### src/rtl/ecall_controller_pkg.sv
// rtl/ecall_controller_pkg.sv - shared state encodings, service codes and register indices
package ecall_controller_pkg;

    typedef enum logic [2:0] {
        ST_IDLE       = 3'd0,
        ST_PRINT_WAIT = 3'd1,
        ST_READ_WAIT  = 3'd2,
        ST_WRITEBACK  = 3'd3,
        ST_RELEASE    = 3'd4,
        ST_HALT       = 3'd5
    } state_e;

    localparam logic [31:0] SYS_PRINT_INT = 32'd1;
    localparam logic [31:0] SYS_READ_INT  = 32'd5;
    localparam logic [31:0] SYS_EXIT      = 32'd10;
    localparam logic [31:0] ECALL_WORD    = 32'h0000_0073;
    localparam logic [4:0]  REG_A0        = 5'd10;
    localparam logic [4:0]  REG_A7        = 5'd17;

    // Only these a7 values stall; anything else lets the ecall retire as a nop.
    function automatic logic is_service(input logic [31:0] code);
        return (code == SYS_PRINT_INT) || (code == SYS_READ_INT) || (code == SYS_EXIT);
    endfunction

endpackage

### src/rtl/ecall_controller_btn_sync_edge.sv
// rtl/ecall_controller_btn_sync_edge.sv - two-flop button synchronizer with rising-edge pulse
module btn_sync_edge (
    input  logic clk,
    input  logic reset,
    input  logic async_in,
    output logic rise
);

    logic meta_q;
    logic sync_q;
    logic prev_q;

    always_ff @(posedge clk or negedge reset) begin
        if (!reset) begin
            meta_q <= 1'b0;
            sync_q <= 1'b0;
            prev_q <= 1'b0;
        end else begin
            meta_q <= async_in;
            sync_q <= meta_q;
            prev_q <= sync_q;
        end
    end

    // A button already held produces no pulse; only a fresh 0->1 transition does.
    assign rise = sync_q & ~prev_q;

endmodule

### src/rtl/ecall_controller.sv
// rtl/ecall_controller.sv - ecall sequencer for print-int, read-int and exit services
module ecall_controller
    import ecall_controller_pkg::*;
#(
    parameter int SW_W = 16
) (
    input  logic            clk,
    input  logic            reset,
    input  logic [31:0]     instruction,
    input  logic [31:0]     a7,
    input  logic [31:0]     a0,
    input  logic [SW_W-1:0] switch_in,
    input  logic            confirm,
    output logic            stall,
    output logic            rf_wen,
    output logic [4:0]      rf_waddr,
    output logic [31:0]     rf_wdata,
    output logic [31:0]     disp_data,
    output logic            disp_valid,
    output logic            halt
);

    state_e      state_q;
    logic        stall_q;
    logic        rf_wen_q;
    logic        disp_valid_q;
    logic        halt_q;
    logic [31:0] disp_data_q;
    logic [31:0] data_q;

    logic        confirm_rise;
    logic        ecall_hit;
    logic        svc_req;

    btn_sync_edge u_btn_sync_edge (
        .clk      (clk),
        .reset    (reset),
        .async_in (confirm),
        .rise     (confirm_rise)
    );

    assign ecall_hit = (instruction == ECALL_WORD) && (state_q == ST_IDLE);
    assign svc_req   = ecall_hit && is_service(a7);

    always_ff @(posedge clk or negedge reset) begin
        if (!reset) begin
            state_q      <= ST_IDLE;
            stall_q      <= 1'b0;
            rf_wen_q     <= 1'b0;
            disp_valid_q <= 1'b0;
            halt_q       <= 1'b0;
            disp_data_q  <= 32'd0;
            data_q       <= 32'd0;
        end else begin
            case (state_q)
                ST_IDLE: begin
                    if (ecall_hit) begin
                        if (a7 == SYS_PRINT_INT) begin
                            disp_data_q  <= a0;
                            disp_valid_q <= 1'b1;
                            stall_q      <= 1'b1;
                            state_q      <= ST_PRINT_WAIT;
                        end else if (a7 == SYS_READ_INT) begin
                            stall_q <= 1'b1;
                            state_q <= ST_READ_WAIT;
                        end else if (a7 == SYS_EXIT) begin
                            stall_q <= 1'b1;
                            halt_q  <= 1'b1;
                            state_q <= ST_HALT;
                        end
                    end
                end
                ST_PRINT_WAIT: begin
                    if (confirm_rise) begin
                        disp_valid_q <= 1'b0;
                        stall_q      <= 1'b0;
                        state_q      <= ST_RELEASE;
                    end
                end
                ST_READ_WAIT: begin
                    if (confirm_rise) begin
                        data_q   <= 32'(switch_in);
                        rf_wen_q <= 1'b1;
                        state_q  <= ST_WRITEBACK;
                    end
                end
                ST_WRITEBACK: begin
                    rf_wen_q <= 1'b0;
                    stall_q  <= 1'b0;
                    state_q  <= ST_RELEASE;
                end
                ST_RELEASE: begin
                    state_q <= ST_IDLE;
                end
                ST_HALT: begin
                    stall_q <= 1'b1;
                    halt_q  <= 1'b1;
                end
                default: begin
                    stall_q      <= 1'b0;
                    rf_wen_q     <= 1'b0;
                    disp_valid_q <= 1'b0;
                    state_q      <= ST_IDLE;
                end
            endcase
        end
    end

    // The ecall cycle itself must already be frozen, hence the combinational term.
    assign stall      = stall_q | svc_req;
    assign rf_wen     = rf_wen_q;
    assign rf_waddr   = REG_A0;
    assign rf_wdata   = data_q;
    assign disp_data  = disp_data_q;
    assign disp_valid = disp_valid_q;
    assign halt       = halt_q;

endmodule

### config.mk
export PLATFORM = sky130hd
export DESIGN_NAME = ecall_controller
export DESIGN_NICKNAME = d
export VERILOG_FILES = /design/src/rtl/ecall_controller_pkg.sv /design/src/rtl/ecall_controller_btn_sync_edge.sv /design/src/rtl/ecall_controller.sv
export SDC_FILE = /design/constraint.sdc
export NUM_CORES = 1
export LEC_CHECK = 0
export CAP_MARGIN = 0
export CORE_MARGIN = 1
export CORE_UTILIZATION = 32
export CTS_CLUSTER_SIZE = 8
export DETAILED_ROUTE_END_ITERATION = 7
export PLACE_DENSITY = 0.77
export RECOVER_POWER = 25
export REMOVE_ABC_BUFFERS = 1
export SETUP_SLACK_MARGIN = 0.3
export SLEW_MARGIN = 10
export SYNTH_ARGS = -nofsm -noshare
export SYNTH_HDL_FRONTEND = slang
export SYNTH_SLANG_ARGS = --single-unit
export TNS_END_PERCENT = 20
### constraint.sdc
create_clock -name clk -period 1.75 [get_ports clk]
set_input_delay 0.175 -clock clk [delete_from_list [all_inputs] [get_ports clk]]
set_output_delay 0.175 -clock clk [all_outputs]
set_load 0.05 [all_outputs]
==> results.sh <==
export IMPL_status="finished with violations"
export IMPL_violations="setup timing"
export IMPL_grt_overflow=0
export IMPL_tns_ns=-5.75
export IMPL_startpoint="a7[26]"
export IMPL_clk_path_buf_depth=2
export IMPL_initial_core_util=0.333
export IMPL_fin_skew_ns=0.0130
export IMPL_cp_start_kind="primary input"
export IMPL_fmax_ghz=0.490
export IMPL_worstSetupEndpoint="stall"
export IMPL_hp_start="u_btn_sync_edge.meta_q"
export IMPL_coreArea_um2=8300
export IMPL_maxCapViolCount=0
export IMPL_reg2regPathDepth=7
export IMPL_yosysWarnings=0
export IMPL_drv_slew=0
export IMPL_hold_viol=0
export IMPL_area_growth_pct=80.0
export IMPL_synth_compound_area_frac=0.0385
export IMPL_ir_drop_v=0.000347
export IMPL_gp_congestion=0.806
export IMPL_placed_cells=481
export IMPL_avgViaCountPerCell=4.51
export IMPL_cts_clk_slew_worst_paths_ns=0.06
export IMPL_cts_buffers=9
export IMPL_h_tree_depth=3
export IMPL_r2r_setup_slack_ns=-0.15
export IMPL_synthFlopType="dfrtp_1"
export IMPL_routed_wl_um=7790
export IMPL_synthSimpleGateAreaFrac=0.115
export IMPL_hpwl_um=5780
export IMPL_setup_viol=33
export IMPL_grt_start_max_net_pins=39
export IMPL_critPathMaxFanout=2
export IMPL_portBuffers=166
export IMPL_path_class="primary input to primary output"
export IMPL_final_nets=511
export IMPL_rsz0062_at_grt="yes"
export IMPL_track_usage=0.178
export IMPL_antenna_found_initial=0
export IMPL_synth_top_family_by_area="multiplexers"
export IMPL_cts_tree="built"
export IMPL_drive_gt1_frac=0.289
export IMPL_cp_arrival_ns=1.87
export IMPL_synth_cell_types=38
export IMPL_fin_cells=506
export IMPL_drc=0
export IMPL_die_x_um=94.9
export IMPL_max_slew_worst_pin_slew_ns=1.15
export IMPL_ioPinCount=188
export IMPL_clkSinkCount=58
export IMPL_cts_root_buffer="clkbuf_8"
export IMPL_synthXorXnorAreaFrac=0
export IMPL_power_density_nw_per_um2=617
export IMPL_met3_usage=0.0427
export IMPL_worstSetupEndpointType="primary output"
export IMPL_async_flop_share=1.00
export IMPL_synthAdderAreaFrac=0
export IMPL_timing_rr_start="state_q[0]"
export IMPL_clk_latency_ns=0.32
export IMPL_synthCells=203
export IMPL_firstDrtPassIters=5
export IMPL_vias=2284
export IMPL_synth_seq_cells=58
export IMPL_fin_ws_ns=-0.291
export IMPL_timing_final_crit_share=1.17
export IMPL_ant_nets=0
export IMPL_n_antenna_cell=0
export IMPL_syn_area_um2=2760
export IMPL_final_cell_mix="clkdlybuf4s50_1, dlygate4sd2_1, dfrtp_1, mux2_4, conb_1"
export IMPL_synth_edf_count=0
export IMPL_layout_commonest_cell="clkdlybuf4s50_1"
export IMPL_use_met1=0.208
export IMPL_r2r_end="disp_data[23]"
export IMPL_worstHoldPathType="flip-flop to flip-flop"
export IMPL_fp_row_count=33
export IMPL_drt_iter0_markers=16
export IMPL_grt_use_met2=0.324
export IMPL_dieHeight_um=94.9
export IMPL_grt_busiest_layer="met2"
export IMPL_synthMuxAreaShare=0.236
export IMPL_syn_avg_cell_area_um2=13.6
export IMPL_p_leak_nw=2.60
export IMPL_maxSlewHeadroom=0.235
export IMPL_period_minus_slack_ns=2.04
export IMPL_die_area_um2=9010
export IMPL_grt_pass1_wl_um=12100
export IMPL_wire_per_inst_um=15.4
export IMPL_critPathRequiredTime_ns=1.57
export IMPL_grt_pass1_vias=2449
export IMPL_ys_seq_area_frac=0.525
[logic make-up (layout without fill, tap and decap cells)]
family                 count (synthesis)  in the layout
DFF                                   58             58
muxes                                 48             48
AOI/OAI and AO/OA                     16             16
other                                  2             21
and+or+nand+nor                       48             48
buffers and inverters                 31            210
[metal layers]
layer,share of wire,vias to the layer above
met5,0,-
met4,0.0082,0
met3,0.041,8
met2,0.56,85
met1,0.39,1105
li1,-,1086
[per-stage QoR]
| step | hold WS, ns | setup slack (ns) | util | instance area [um2] | power [mW] |
|---|---|---|---|---|---|
| after floorplan | -0.121 | -0.553 | - | 2620 | 1.49 |
| after global placement | 0.164 | -0.520 | 0.550 | 4570 | 1.78 |
| after detailed placement | 0.172 | -0.531 | 0.550 | 4570 | 1.79 |
| after CTS | 0.296 | -0.271 | 0.594 | 4930 | 3.12 |
| after global routing | 0.367 | -0.378 | 0.599 | 4970 | 3.20 |
| final | 0.351 | -0.291 | 0.599 | 4970 | 3.07 |
[critical path: stages]
cell	delay, ns
clkdlybuf4s50_1	0.41
nor4_2	0.26
nand4_1	0.22
nor4_4	0.31
buf_4	0.16
o21ai_2	0.05
nand2b_1	0.13
buf_12	0.15
[power breakdown]
group          leakage [nW]  total [mW]  switching (mW)  internal [mW]
registers             0.783        1.34        0.000967           1.34
clock network         0.105        1.32           0.522          0.798
logic                  1.71       0.402           0.188          0.215
total                  2.60        3.07           0.710           2.36
[final cells by class]
class                           count  area, um2
Fill cell                         710       3330
Timing Repair Buffer              191       1870
Sequential cell                    58       1450
Multi-Input combinational cell    133       1290
Tap cell                          105        131
Clock buffer                        9        124
Clock inverter                      7       93.8
Inverter                            3       11.3
[synth_stat cells, drive strengths merged, types with 2 or more instances]
| cell type | number | area, um2 |
|---|---|---|
| nand2 | 7 | 28.8 |
| dfrtp | 58 | 1450 |
| buf | 26 | 208 |
| o21ai | 3 | 15.0 |
| nor2 | 6 | 22.5 |
| o22ai | 2 | 12.5 |
| nand2b | 2 | 12.5 |
| nor2b | 3 | 18.8 |
| clkbuf | 2 | 7.51 |
| mux2 | 48 | 653 |
| nor4 | 14 | 115 |
| conb | 2 | 7.51 |
| inv | 3 | 11.3 |
| nand3 | 2 | 10.0 |
| nor3 | 4 | 31.3 |
| a21oi | 3 | 15.0 |
| nand4 | 4 | 25.0 |
[worst min path at each step]
stage,end,cells after the start,slack (ns)
2_1_floorplan,disp_data[0],0,-0.12
3_3_place_gp,rf_wdata[6],1,0.16
3_5_place_dp,rf_wdata[6],1,0.17
4_1_cts,u_btn_sync_edge.meta_q,1,0.30
5_1_grt,u_btn_sync_edge.sync_q,0,0.37
6_report,u_btn_sync_edge.sync_q,0,0.35
[repair_timing]
action	CTS	global route
setup endpoints to repair	103	61
buffers inserted	5	0
hold buffers	1	0
cloned	3	0
pin swaps	17	11
resized for setup	103	18
endpoints found under the hold margin	20	0
[sequential cells by signal (all words and copies together), names as in the netlist]
| name | count |
|---|---|
| u_btn_sync_edge.meta_q | 1 |
| rf_wen | 1 |
| disp_data | 32 |
| u_btn_sync_edge.sync_q | 1 |
| rf_wdata | 16 |
| disp_valid | 1 |
| stall_q | 1 |
| halt | 1 |
| u_btn_sync_edge.prev_q | 1 |
| state_q | 3 |
Power figures use the tool's default switching activity.
==> edit 1, RTL diff (same settings) <==
Reset style: synchronous (`reset`), changed in 2 clocked blocks.
--- a/src/rtl/ecall_controller_btn_sync_edge.sv
+++ b/src/rtl/ecall_controller_btn_sync_edge.sv
@@ -12,3 +12,3 @@
 
-    always_ff @(posedge clk or negedge reset) begin
+    always_ff @(posedge clk) begin
         if (!reset) begin
--- a/src/rtl/ecall_controller.sv
+++ b/src/rtl/ecall_controller.sv
@@ -44,3 +44,3 @@
 
-    always_ff @(posedge clk or negedge reset) begin
+    always_ff @(posedge clk) begin
         if (!reset) begin
Function: differs if reset is asserted again (counterexample within 4 cycles, from zero or initial values and one cycle with reset low); with reset held inactive, the same outputs for 4 cycles.
==> edit 1 against the original RTL <==
  * Sequential cell count did not move
  * Clock skew fell by 0.0082 ns
  * Synthesized area fell by 1.7%
  * Largest cell class unchanged
  * Utilization rose by 4.6 points
  * Synthesized cell count rose by 65%
  * Worst setup slack improved by 0.21 ns
  * Non-clock buffer count rose by 20
  * Cell area rose by 6.7%
  * Total power fell by 8.3%
  * The flow still finishes with violations (setup timing)
  * Largest power group unchanged
  * Wire length rose by 26%
  * Global-route usage rose by 4.5 points
==> edit 1: results (changes against the original RTL) <==
outcome - finished, violations left
failing checks - setup timing
Fin Setup TNS - -0.258 ns (+5.49 ns)
path type of the worst min-delay path - in2reg
Vias/cell - 5.12 (+13%)
clk root buf - clkbuf_8
reg2reg path depth - 7 (unchanged)
Worst Hold End - rf_wdata[7]$_SDFFE_PN0P_
Worst Slack Setup Final - -0.0805 ns (+0.211 ns)
total CTS buffers - 9 (unchanged)
Fillers - 708 (-0.28%)
ys async rst share - 0% (-100 points)
Iter 0 DRT Violations - 85 (+69)
LEAKAGE - 2.21 nW (-15%)
Clock Skew - 0.00484 ns (-0.00817 ns)
Hold Path Cell Cnt - 3 (+3)
Arrival @ worst endpoint - 1.66 ns (-0.21 ns)
R2R Path End - disp_data[8]$_SDFFE_PN0P_
clock latency on the worst-skew pair - 0.32 ns (about the same)
register area share after synthesis - 42.8% (-9.8 points)
worst slew pin tran - 0.590 ns (-0.557 ns)
met1 GRT Util - 24.9% (+4.2 points)
CTS max path bufs - 2 (unchanged)
share of cells above drive strength 1 - 29.1% (+0.15 points)
Commonest cells post-synth - dfxtp_1 (58), a21oi_1 (53), nand2_1 (36), o21ai_0 (36), nand3_1 (35)
ratio of final minimum period to clock period - 105% (-12 points)
GRT Util Overall - 22.3% (+4.5 points)
DRT antenna net count - 0 (unchanged)
GR met3 Demand/Resource - 4.05% (-0.22 points)
vias in the first global route - 3190 (+30%)
first-pass GRT wire length - 15200 um (+25%)
largest net degree at the start of global routing - 36 (-7.7%)
DP HPWL - 6210 um (+7.4%)
dpl cell area - 4530 um^2 (-0.71%)
n_diodes - 0 (unchanged)
hold wc startpoint - switch_in[7]
GPL Wtd Cong - 0.871 (+8.1%)
P_int - 0.00211 W (-10%)
Final Setup Violations - 11 (-67%)
Area contributors post-synth - dfxtp_1 (43%), a21oi_1 (9.8%), o21ai_0 (6.6%)
Final nets - 646 (+26%)
VDD IR max - 0.340 mV (-2.0%)
Pre-antenna DRT Iters - 4 (-1)
Unique masters post-synth - 42 (+11%)
launching point of the worst reg2reg path - state_q[2]$_SDFFE_PN0P_
synth warn - 0 (unchanged)
reg-to-reg setup timing slack - 0.05 ns (+0.20 ns)
met2 Use GR - 41.1% (+8.7 points)
Total Wirelength - 9850 um (+26%)
[edit 1: cell types whose count changed after synthesis, moves of 18 or more]
cell	delta
nand3_1	+33
mux2_4	-30
dfrtp_1	-58
mux2_2	-18
o21ai_0	+33
dfxtp_1	+58
a21oi_1	+50
nand2_1	+30
[edit 1: power groups by stage]
stage	registers, W	logic [W]	clock network, W
2_1_floorplan	0.00135	0.000131	0
3_3_place_gp	0.00135	0.000418	0
3_5_place_dp	0.00135	0.000421	0
4_1_cts	0.00132	0.000404	0.00111
5_1_grt	0.00132	0.000432	0.00118
6_report	0.00132	0.000409	0.00108
[edit 1: kinds of logic after synthesis]
logic type                 synth area share, %
AOI/OAI and AO/OA                         21.3
adders and majority gates                0.922
other                                    0.277
and+or+nand+nor                           23.5
DFF                                       42.8
buffers and inverters                     11.2
[edit 1: layout make-up]
| class | instances | area share (%) |
|---|---|---|
| clock buffers | 12 | 2.92 |
| clock inverters | 3 | 0.283 |
| inverters | 4 | 0.283 |
| multi-input cells | 245 | 32.0 |
| flip-flops and latches | 58 | 21.9 |
| well taps | 105 | 2.48 |
| repair buffers | 211 | 40.2 |
[edit 1: metrics by stage]
| step | setup WS [ns] | hold WS [ns] | utilization (%) | cells |
|---|---|---|---|---|
| final | -0.0805 | 0.407 | 64.6 | 638 |
| after global routing | -0.108 | 0.392 | 64.6 | 638 |
| after CTS | -0.0489 | 0.389 | 63.7 | 637 |
| after detailed placement | -0.540 | 0.422 | 55.2 | 601 |
| after global placement | -0.466 | 0.421 | 55.2 | 601 |
| after floorplan | -0.616 | 0.297 | - | 307 |
[edit 1: critical path, stage by stage]
cell and delay [ns]:
buf_6 0.09, or4_4 0.54, nor4_4 0.33, and3_4 0.23, a21o_1 0.15, buf_12 0.14
[edit 1: worst max path at each step]
stage / start / to / slack, ns / cells past startpoint
final: instruction[11] / stall / -0.08 / 6
after global routing: instruction[11] / stall / -0.11 / 6
after CTS: instruction[15] / stall / -0.05 / 6
after detailed placement: instruction[10] / disp_data[16]$_SDFFE_PN0P_ / -0.54 / 7
after global placement: instruction[10] / disp_data[29]$_SDFFE_PN0P_ / -0.47 / 7
after floorplan: instruction[9] / stall / -0.62 / 4
[edit 1: repair_timing]
item                       4_1_cts  5_1_grt
setup buffers                   13        1
setup endpoints to repair       90       59
gates cloned                     8        0
gates resized for setup        283       29
pin swaps                       70       28
[edit 1: metal layers]
metal,vias to the layer above,wire length (um)
met2,159,5190
met3,17,627
met4,0,209
met5,-,0
li1,1562,-
met1,1529,3820
==> edit 2, RTL diff (same settings) <==
Made on the original files. Change the parameter `SW_W` from 16 to 32.
--- a/src/rtl/ecall_controller.sv
+++ b/src/rtl/ecall_controller.sv
@@ -4,3 +4,3 @@
 #(
-    parameter int SW_W = 16
+    parameter int SW_W = 32
 ) (
Interface: changed (resized switch_in); port bits go from 188 to 204. No check against the original RTL was run, so the function may have changed too.
==> edit 2 against the original RTL <==
  * The run still ends with setup timing left
  * Worst setup slack worse by 0.077 ns
  * Sequential share of layout area rose by 2.4 points
  * Total power is 5.4% higher
  * Wire length up 20%
  * Sequential cell count increased by 16
  * Die area rose by 17%
  * Cell area is 18% higher
  * Synthesized area up 17%
  * Fmax shrank 3.7%
==> edit 2: results (changes against the original RTL) <==
XOR/XNOR Fraction of Synth Area - 0% (unchanged)
synth warn - 0 (unchanged)
Final nets - 579 (+13%)
clock latency on the worst-skew pair - 0.34 ns (+0.02 ns)
Area contributors post-synth - dfrtp_1 (57%), mux2_4 (14%), mux2_2 (12%)
failing checks - setup timing
Commonest cells post-synth - dfrtp_1 (74), mux2_2 (34), mux2_4 (30)
ys flop type - dfrtp_1
path type of the worst min-delay path - reg2reg
Worst Setup Start Kind - input port
Pre-antenna DRT Iters - 4 (-1)
IO Port Bufs - 198 (+19%)
slew margin rel. - 27.3% (+3.8 points)
total CTS buffers - 9 (unchanged)
vias in the first global route - 2887 (+18%)
n_diodes - 0 (unchanged)
hold wc startpoint - u_btn_sync_edge.meta_q$_DFF_PN0_
GRT Util Overall - 17.4% (-0.44 points)
Final Setup Violations - 34 (+3.0%)
GPL Wtd Cong - 0.839 (+4.1%)
initial antenna violation count - 0 (unchanged)
Iter 0 DRT Violations - 55 (+39)
Post-Synthesis Cells - 221 (+8.9%)
ys async rst share - 100% (unchanged)
clk root buf - clkbuf_8
largest net degree at the start of global routing - 45 (+15%)
first-pass GRT wire length - 13900 um (+15%)
LEAKAGE - 3.02 nW (+16%)
Arrival @ worst endpoint - 1.94 ns (+0.07 ns)
clock-pin slew on the worst setup and hold paths - 0.07 ns
Total Wirelength - 9320 um (+20%)
CTS max path bufs - 2 (unchanged)
post-synthesis adder-cell area fraction - 0% (unchanged)
VDD IR max - 0.279 mV (-19%)
outcome - finished, violations left
vias - 2669 (+17%)
share of cells above drive strength 1 - 32.9% (+4.0 points)
dpl cell area - 5460 um^2 (+20%)
DP HPWL - 6670 um (+15%)
slowest stage delay, CP - 0.47 ns (+0.06 ns)
post-synthesis mux area share - 25.8% (+2.1 points)
H-tree levels - 3 (unchanged)
Synth Area in Compound Gates - 3.29% (-0.56 points)
Unique masters post-synth - 38 (unchanged)
Max stage delay cell, worst path - clkdlybuf4s50_1
Setup crit start - a7[30]
Worst Slack Setup Final - -0.369 ns (-0.0773 ns)
critical path peak fanout - 2 (unchanged)
Remaining DRCs - 0 (unchanged)
Clock Skew - 0.0167 ns (+0.00367 ns)
launching point of the worst reg2reg path - state_q[0]$_DFFE_PN0P_
register area share after synthesis - 57.3% (+4.7 points)
## edit 2: what timing repair did
item,in CTS,in global routing
gates cloned,3,0
hold buffers,1,0
pin swaps,15,16
endpoints found under the setup margin,135,94
setup buffers,6,1
resized for setup,115,70
hold endpoints to repair,43,0
## edit 2: cell type report
type                    count  area (um^2)
clock inverters             7         46.3
multi-input cells         133         1450
inverters                   3         11.3
repair buffers            227         2220
fillers                   801         3910
flip-flops and latches     74         1850
clock buffers               9          124
well taps                 133          166
## edit 2: report_power, final
| part | leakage, nW | total, W | internal (W) | switching (W) |
|---|---|---|---|---|
| Combinational | 1.92 | 0.000383 | 0.000251 | 0.000131 |
| Sequential | 1.01 | 0.00171 | 0.00171 | 0.00000103 |
| Clock | 0.0927 | 0.00114 | 0.000511 | 0.000625 |
## edit 2: worst max-delay path: cells and delay by family
kind,cells,cell delay (ns)
AO/OA/AOI/OAI,1,0.04
buffers and inverters,3,0.79
AND/OR/NAND/NOR,4,0.93
## edit 2: worst paths after layout
| kind | end | slack (ns) | cells past startpoint |
|---|---|---|---|
| min in group asynchronous | disp_valid$_DFFE_PN0P_ | 0.61 | 2 |
| max | stall | -0.37 | 8 |
| max reg2reg | disp_data[30]$_DFFE_PN0P_ | -0.25 | 8 |
| min reg2reg | u_btn_sync_edge.sync_q$_DFF_PN0_ | 0.35 | 0 |
| max in group asynchronous | rf_wdata[30]$_DFFE_PN0P_ | 0.44 | 3 |
| min | u_btn_sync_edge.sync_q$_DFF_PN0_ | 0.35 | 0 |
## edit 2: logic make-up (layout without fill, tap and decap cells)
logic type             Yosys count  after routing
other                            2              5
AND/OR/NAND/NOR                 48             48
multiplexers                    64             64
AO/OA/AOI/OAI                   16             16
buffers and inverters           17            246
flip-flops                      74             74
## edit 2: metrics by stage
| stage | setup TNS, ns | hold slack, ns | std cells | utilization [%] | worst slack [ns] |
|---|---|---|---|---|---|
| 6_report | -8.12 | 0.352 | 586 | 60.0 | -0.369 |
| 5_1_grt | -12.13 | 0.354 | 586 | 60.0 | -0.502 |
| 4_1_cts | -4.65 | 0.260 | 585 | 59.0 | -0.292 |
| 2_1_floorplan | -27.44 | -0.121 | 210 | - | -0.553 |
| 3_3_place_gp | -16.54 | 0.197 | 559 | 55.9 | -0.479 |
| 3_5_place_dp | -17.44 | 0.205 | 559 | 55.9 | -0.501 |
## edit 2: per-layer routing
layer	track usage, %	up-vias	share of wire, %
met5	0	-	0
met4	7.14	0	1.8
met3	4.27	14	7.9
met2	29.9	124	50
met1	20.8	1276	41
li1	-	1255	-
